### src/rtl/mem_port_arbiter.sv
// Arbitrates one single-port memory between instruction fetch and load/store access.
// Define MEM_ARB_RR_EN for round-robin arbitration; by default data requests have fixed priority.
module mem_port_arbiter #(
    parameter int ADDR_W = 32,
    parameter int DATA_W = 32,
    localparam int BE_W = DATA_W / 8
) (
    input  logic              clk,
    input  logic              reset_n,
    input  logic              if_req,
    input  logic [ADDR_W-1:0] if_addr,
    output logic [DATA_W-1:0] if_rdata,
    output logic              if_valid,
    input  logic              d_req,
    input  logic              d_we,
    input  logic [ADDR_W-1:0] d_addr,
    input  logic [DATA_W-1:0] d_wdata,
    input  logic [BE_W-1:0]   d_be,
    output logic [DATA_W-1:0] d_rdata,
    output logic              d_valid,
    output logic              mem_req,
    output logic              mem_we,
    output logic [ADDR_W-1:0] mem_addr,
    output logic [DATA_W-1:0] mem_wdata,
    output logic [BE_W-1:0]   mem_be,
    input  logic              mem_ready,
    input  logic [DATA_W-1:0] mem_rdata,
    output logic              pc_stall,
    output logic [1:0]        dbg_state_o
);

    // Handshake: a requester holds *_req high with stable operands until its one-cycle
    // *_valid (shown in RESP); the arbiter holds mem_req and mem_* stable until mem_ready.
    typedef enum logic [1:0] {
        IDLE    = 2'd0,
        BUSY_IF = 2'd1,
        BUSY_D  = 2'd2,
        RESP    = 2'd3
    } state_e;

    state_e            state_q;
    logic              mem_req_q;
    logic              mem_we_q;
    logic [ADDR_W-1:0] mem_addr_q;
    logic [DATA_W-1:0] mem_wdata_q;
    logic [BE_W-1:0]   mem_be_q;
    logic [DATA_W-1:0] if_rdata_q;
    logic [DATA_W-1:0] d_rdata_q;
    logic              if_valid_q;
    logic              d_valid_q;
    logic              grant_data_d;
    logic              grant_if_d;

`ifdef MEM_ARB_RR_EN
    // last_grant_q: 0 = fetch won the last contest, 1 = data won it.
    // Only contested grants move it, so a lone requester never shifts priority.
    logic last_grant_q;

    assign grant_data_d = d_req & (~if_req | ~last_grant_q);

    always_ff @(posedge clk or negedge reset_n) begin
        if (!reset_n) begin
            last_grant_q <= 1'b0;
        end else if (state_q == IDLE && d_req && if_req) begin
            last_grant_q <= grant_data_d;
        end
    end
`else
    assign grant_data_d = d_req;
`endif

    assign grant_if_d = if_req & ~grant_data_d;

    always_ff @(posedge clk or negedge reset_n) begin
        if (!reset_n) begin
            state_q     <= IDLE;
            mem_req_q   <= 1'b0;
            mem_we_q    <= 1'b0;
            mem_addr_q  <= '0;
            mem_wdata_q <= '0;
            mem_be_q    <= '0;
            if_rdata_q  <= '0;
            d_rdata_q   <= '0;
            if_valid_q  <= 1'b0;
            d_valid_q   <= 1'b0;
        end else begin
            if_valid_q <= 1'b0;
            d_valid_q  <= 1'b0;
            case (state_q)
                IDLE: begin
                    if (grant_data_d) begin
                        mem_req_q   <= 1'b1;
                        mem_we_q    <= d_we;
                        mem_addr_q  <= d_addr;
                        mem_wdata_q <= d_we ? d_wdata : '0;
                        mem_be_q    <= d_we ? d_be : '1;
                        state_q     <= BUSY_D;
                    end else if (grant_if_d) begin
                        mem_req_q   <= 1'b1;
                        mem_we_q    <= 1'b0;
                        mem_addr_q  <= if_addr;
                        mem_wdata_q <= '0;
                        mem_be_q    <= '1;
                        state_q     <= BUSY_IF;
                    end
                end
                BUSY_IF: begin
                    if (mem_ready) begin
                        mem_req_q  <= 1'b0;
                        mem_we_q   <= 1'b0;
                        if_rdata_q <= mem_rdata;
                        if_valid_q <= 1'b1;
                        state_q    <= RESP;
                    end
                end
                BUSY_D: begin
                    if (mem_ready) begin
                        // Stores complete without disturbing the last load result.
                        if (!mem_we_q) begin
                            d_rdata_q <= mem_rdata;
                        end
                        mem_req_q <= 1'b0;
                        mem_we_q  <= 1'b0;
                        d_valid_q <= 1'b1;
                        state_q   <= RESP;
                    end
                end
                RESP: begin
                    state_q <= IDLE;
                end
                default: begin
                    state_q <= IDLE;
                end
            endcase
        end
    end

    assign mem_req     = mem_req_q;
    assign mem_we      = mem_we_q;
    assign mem_addr    = mem_addr_q;
    assign mem_wdata   = mem_wdata_q;
    assign mem_be      = mem_be_q;
    assign if_rdata    = if_rdata_q;
    assign d_rdata     = d_rdata_q;
    assign if_valid    = if_valid_q;
    assign d_valid     = d_valid_q;
    assign pc_stall    = if_req & ~if_valid_q;
    assign dbg_state_o = state_q;

endmodule

### config.mk
export PLATFORM = sky130hd
export DESIGN_NAME = mem_port_arbiter
export DESIGN_NICKNAME = d
export VERILOG_FILES = /design/src/rtl/mem_port_arbiter.sv
export SDC_FILE = /design/constraint.sdc
export NUM_CORES = 1
export LEC_CHECK = 0
export CORE_MARGIN = 5
export CORE_UTILIZATION = 45
export CTS_BUF_LIST = sky130_fd_sc_hd__clkbuf_2
export DETAILED_ROUTE_END_ITERATION = 10
export PLACE_DENSITY = 0.88
export SYNTH_ARGS = -nofsm -noshare
export SYNTH_HDL_FRONTEND = slang
export SYNTH_SLANG_ARGS = --single-unit
export TNS_END_PERCENT = 5
### constraint.sdc
create_clock -name clk -period 4.35 [get_ports clk]
set_clock_uncertainty 0.15 [all_clocks]
set_input_delay 0.87 -clock clk [delete_from_list [all_inputs] [get_ports clk]]
set_output_delay 0.87 -clock clk [all_outputs]
set_load 0.1 [all_outputs]
==> results of run 1 <==
-- worst min-delay path by stage --
stage	to	slack (ns)	cells after the start
finish	d_rdata[20]$_DFFE_PN0P_	0.10	1
CTS	d_rdata[20]$_DFFE_PN0P_	0.06	1
floorplan	d_rdata[0]$_DFFE_PN0P_	0.42	0
global route	d_rdata[20]$_DFFE_PN0P_	0.1	1
detailed placement	mem_addr[30]$_DFFE_PN0P_	0.32	2
global placement	mem_addr[17]$_DFFE_PN0P_	0.31	2
-- placed cells by master (no fill, tap or decap), types with 5 or more instances in the layout --
cell and count:
clkdlybuf4s50_1 273, dfrtp_1 138, nand2_1 103, o21ai_0 39
mux2i_1 36, mux2_2 34, o21ai_1 30, mux2_4 30
clkbuf_2 19, buf_4 8, clkinv_1 6, nor2_1 5
clkinv_2 5
-- state kept, by name, indices dropped and copies added, names as in the netlist --
name	cells
mem_wdata	32
mem_be	4
if_valid	1
d_rdata	32
mem_we	1
mem_addr	32
dbg_state_o	2
mem_req	1
if_rdata	32
d_valid	1
-- area by class of cell --
| cell class | instances | area (um^2) |
|---|---|---|
| fill | 905 | 3742 |
| inverter | 4 | 15.01 |
| clock buffer | 19 | 95.09 |
| sequential | 138 | 3453 |
| timing repair buffer | 284 | 2829 |
| multi-input combinational | 292 | 2082 |
| clock inverter | 13 | 85.08 |
| tap | 172 | 215.2 |
-- logic make-up after synthesis --
logic type | Yosys count
AOI/OAI and AO/OA | 75
muxes | 100
adders and majority gates | 4
buffers and inverters | 34
DFF | 138
and+or+nand+nor | 113
-- synthesized netlist by cell type, drive strengths merged --
cell     number  share of area, %
mux2         64                15
o2bb2ai       1              0.15
inv           4              0.26
nand2b        2              0.22
a22o          1              0.15
and2          2              0.22
o21ai        70               6.1
mux2i        36               6.3
nor2b         1              0.11
dfrtp       138                60
a22oi         1              0.13
buf          23               2.6
nand2       103               6.8
clkbuf        7              0.46
ha            4              0.88
a21oi         1             0.088
nor2          5              0.33
a21o          1              0.13
-- per-layer routing --
| layer | routed length [um] | GRT usage, % |
|---|---|---|
| met5 | 0 | 0 |
| met4 | 494 | 9.517 |
| met3 | 1316 | 7.327 |
| met2 | 8362 | 37.79 |
| met1 | 5928 | 23.04 |
-- stage by stage --
stage / hold WS, ns / std cells / area [um^2] / utilization [%]
2_1_floorplan: 0.4244 / 464 / 5712 / -
3_3_place_gp: 0.3111 / 890 / 8594 / 68.66
3_5_place_dp: 0.3200 / 890 / 8594 / 68.66
4_1_cts: 0.05845 / 922 / 8775 / 70.10
5_1_grt: 0.09540 / 922 / 8775 / 70.10
6_report: 0.1010 / 922 / 8775 / 70.10
==> impl_metrics.csv, run 1 <==
group,metric,value,unit
critical_path,cp-end-kind,"primary output",
sta,slew_violations,0,
finish,drive_gt1_share,13.73,%
placement,place_hpwl,12410,um
critical_path,crit_fanout,4,
clocking,htree_levels,4,
drt,dr.pass1.iters,4,
sta,setup_viol,0,
sta,setup_slack,1.023,ns
critical_path,crit_path_end,"mem_we",
die,dieHeight,122.7,um
drt,drtIter0Drc,250,
sta,tightest_slew,1.184,ns
critical_path,cp-startpoint,"mem_we$_DFFE_PN0P_",
critical_path,ff2ff_path_depth,5,
outcome,outcome,"finished, final reports clean",
critical_path,reg2reg_from,"dbg_state_o[0]$_DFFE_PN0P_",
sta,hold_violations,0,
sta,slew_headroom,21.07,%
grt,antenna_found_initial,0,
synth,syn_inst,464,
drt,wl_per_cell,17.46,um
finish,syn2layout_area_growth,53.63,%
synth,yosysWarnings,0,
clocking,clock_latency,0.68,ns
finish,diodes,0,
sta,rsz0062_at_grt,"false",
critical_path,timing.critical_path.cells,"clkdlybuf4s50_1",
clocking,numCtsBuffers,17,
placement,io_buffers,276,
die,start_util,45.63,%
grt,grt_pass1_vias,4710,
critical_path,critPathKind,"flop to primary output",
clocking,cts_tree,"done",
drt,viasPerCell,4.884,
critical_path,cp_slowest_cell,"clkdlybuf4s50_1",
synth,synth-simple-area-share,7.645,%
drt,antenna_left,0,
critical_path,required,3.33,ns
sta,min_period_over_period,76.49,%
synth,syn_area,5712,um^2
drt,routed_wirelength,16100,um
clocking,ctsResizeCount,0,
grt,overflow,0,
grt,track_usage,21.37,%
synth,synth_seq_cells,138,
clocking,cts_buffer_depth,2,
synth,synth_compound_area_share,6.791,%
drt,drc,0,
clocking,cts_root_buffer,"clkbuf_2",
critical_path,crit_family,"buffers and inverters",
sta,finalSetupTns,0,ns
synth,synthAdderAreaFrac,0.8762,%
critical_path,regToRegEndpoint,"d_rdata[31]$_DFFE_PN0P_",
synth,synth_top_family_by_area,"multiplexers",
die,core,12520,um^2
placement,place.gp.congestion,0.7802,
sta,fmax,300.5,MHz
critical_path,rrSetupSlack,2.00,ns
job,maxCapViolations,0,
die,row_count,41,
critical_path,critPathLaunchType,"flop",
clocking,clock_sinks,138,
clocking,path_clk_slew,0.19,ns
die,io_pins,277,
clocking,post_cts_buffers,0,
hold_path,hold_class,"input port to asynchronous set/reset pin",
critical_path,critical_path_depth,1,
clocking,cts_hold_buf,0,
synth,synth_fp_nets,606,
grt,grt_max_degree,103,
critical_path,arrival,2.31,ns
synth,synth_seq_area_share,60.46,%
critical_path,path_buf_inv,1,
grt,grt_first_pass_wirelength,24470,um
die,die_w,122.7,um
synth,synth_cell_type_count,23,
finish,nNetsFinal,879,
placement,dpl_worst_slack,1.324,ns
synth,synth-xor-area-share,0,%
synth,syn_avg_cell_area,12.31,um^2
critical_path,crit_path_max_incr_delay,1.16,ns
die,die-area,15050,um^2
sta,period_minus_slack,3.327,ns
synth,muxShareOfSynthArea,20.90,%
drt,vias,4503,
Power of run 1 is not shown: default switching activity piles up to over one toggle a cycle in this logic, so the estimate is an artifact.
==> run 2: changes to the inputs <==
--- a/config.mk
+++ b/config.mk
@@ -6,10 +6,10 @@
 export NUM_CORES = 1
 export LEC_CHECK = 0
 export CORE_MARGIN = 5
-export CORE_UTILIZATION = 45
+export CORE_UTILIZATION = 38
 export CTS_BUF_LIST = sky130_fd_sc_hd__clkbuf_2
 export DETAILED_ROUTE_END_ITERATION = 10
-export PLACE_DENSITY = 0.88
+export PLACE_DENSITY = 0.79
 export SYNTH_ARGS = -nofsm -noshare
 export SYNTH_HDL_FRONTEND = slang
 export SYNTH_SLANG_ARGS = --single-unit
==> constraint.sdc (replaced) <==
create_clock -name clk -period 2.8 [get_ports clk]
set_clock_uncertainty 0.15 [all_clocks]
set_input_delay 0.56 -clock clk [delete_from_list [all_inputs] [get_ports clk]]
set_output_delay 0.56 -clock clk [all_outputs]
set_load 0.1 [all_outputs]
==> run 2 against run 1 <==
Net effect:
- global-route usage decreased by 3.1 points
- worst setup slack got worse by 0.50 ns
- utilization decreased by 11 points
- design area decreased by 1.8%
- flip-flop and latch count unchanged
- final cell count increased by 1.6%
- first-iteration DRC count decreased by 25%
- die area increased by 17%
- via count decreased by 0.53%
- critical endpoint is now pc_stall
- largest cell class unchanged
- highest routed layer unchanged
==> impl_metrics.csv, run 2 (synthesis results as in run 1) <==
group,metric,value,unit
clocking,cts_tree,"done",
job,maxCapViolations,0,
critical_path,crit_fanout,3,
finish,nNetsFinal,882,
hold_path,hold_class,"input port to flop",
critical_path,crit_family,"buffers and inverters",
drt,met1Wirelength,5675,um
clocking,cts_buffer_depth,2,
critical_path,arrival,1.57,ns
critical_path,critPathKind,"input port to primary output",
clocking,htree_levels,4,
sta,setup_viol,0,
critical_path,timing.critical_path.cells,"clkdlybuf4s50_1, nor2b_2, buf_12",
grt,overflow,0,
outcome,outcome,"finished, final reports clean",
finish,diodes,0,
clocking,clock_sinks,138,
critical_path,path_buf_inv,2,
sta,rsz0062_at_grt,"false",
clocking,post_cts_buffers,0,
drt,antenna_left,0,
die,die_w,132.6,um
grt,track_usage,18.30,%
die,io_pins,277,
critical_path,critPathLaunchType,"input port",
die,start_util,39.00,%
drt,viasPerCell,4.780,
grt,grt_pass1_vias,4953,
clocking,cts_root_buffer,"clkbuf_2",
grt,antenna_found_initial,0,
drt,drtIter0Drc,188,
grt,grt_first_pass_wirelength,25750,um
drt,dr.pass1.iters,4,
clocking,numCtsBuffers,17,
finish,final_cell_mix,"buf_4 (143), dfrtp_1 (138), clkdlybuf4s50_1 (135), nand2_1 (103), o21ai_0 (39)",
placement,io_buffers,276,
sta,fmax,439.3,MHz
drt,routed-wl-met3,1266,um
clocking,clock_latency,0.65,ns
sta,period_minus_slack,2.276,ns
drt,met2_length,8323,um
sta,slew_headroom,55.79,%
drt,routed_wirelength,15740,um
drt,vias,4479,
drt,wl_per_cell,16.79,um
finish,drive_gt1_share,32.67,%
clocking,ctsResizeCount,0,
finish,syn2layout_area_growth,50.93,%
placement,place.gp.congestion,0.7876,
drt,top_layer,"met4",
finish,final_common_cell,"buf_4",
sta,hold_violations,0,
drt,drc,0,
critical_path,cp_slowest_cell,"clkdlybuf4s50_1",
die,dieHeight,132.6,um
critical_path,cp-end-kind,"primary output",
critical_path,required,2.09,ns
grt,grt_max_degree,74,
sta,slew_violations,0,
die,core,14640,um^2
sta,tightest_slew,0.6631,ns
die,die-area,17580,um^2
sta,min_period_over_period,81.29,%
die,row_count,44,
placement,place_hpwl,12290,um
clocking,path_clk_slew,0.18,ns
sta,finalSetupTns,0,ns
critical_path,crit_path_max_incr_delay,0.57,ns
[run 2: cell count changes in the layout (fill, tap and decap cells not counted)]
cell             before  now
clkdlybuf4s50_1     273  135
buf_4                 8  143
buf_12                1    6
bufinv_16             1    4
clkbuf_2             19   17
clkinv_1              6    4
clkinv_2              5    3
clkinvlp_4            1    3
clkinv_4              0    1
dlygate4sd3_1         0    1
nor2b_1               1    0
nor2b_2               0    1
[run 2: timing repair]
action,in CTS,in global routing
hold endpoints to repair,71,0
endpoints found under the setup margin,0,0
hold buffers,1,0
[run 2: metrics by stage]
step,area [um^2],setup WS [ns],util [%],std cells,hold WS [ns]
2_1_floorplan,5714,0.3685,-,464,0.1144
3_3_place_gp,8344,0.5164,56.98,904,0.3165
3_5_place_dp,8344,0.5016,56.98,904,0.3215
4_1_cts,8621,0.5030,58.87,937,0.1369
5_1_grt,8621,0.4671,58.87,937,0.1331
6_report,8621,0.5238,58.87,937,0.2420
[run 2: path summary, 6_finish.rpt]
| check | endpoint | from | slack, ns | cells after the start |
|---|---|---|---|---|
| max | pc_stall | if_req | 0.52 | 3 |
| min | mem_wdata[31]$_DFFE_PN0P_ | d_req | 0.24 | 4 |
| max reg2reg | d_rdata[0]$_DFFE_PN0P_ | dbg_state_o[0]$_DFFE_PN0P_ | 0.98 | 6 |
| min reg2reg | mem_addr[5]$_DFFE_PN0P_ | mem_addr[5]$_DFFE_PN0P_ | 0.36 | 2 |
| max in group asynchronous | d_rdata[20]$_DFFE_PN0P_ | reset_n | 1.44 | 3 |
| min in group asynchronous | d_rdata[10]$_DFFE_PN0P_ | reset_n | 0.30 | 2 |
[run 2: area by class of cell]
class	instances	area, um^2
fillers	1224	6023
flip-flops and latches	138	3453
repair buffers	287	2571
multi-input cells	292	2085
well taps	184	230.2
clock inverters	15	181.4
clock buffers	17	85.08
inverters	4	15.01
[run 2: per-layer routing]
metal / vias up / track usage (%)
met5: - / 0
met4: 0 / 7.448
met3: 32 / 7.251
met2: 171 / 32.98
met1: 2162 / 18.97
li1: 2114 / -
[run 2: worst register-to-register path, stage by stage (launching register included)]
cell and delay [ns]:
dfrtp_1 0.41, inv_1 0.09, ha_1 0.19, and2_1 0.15, nand2b_2 0.09, buf_12 0.25, mux2_2 0.40
Power of run 2 is left out for the same reason.
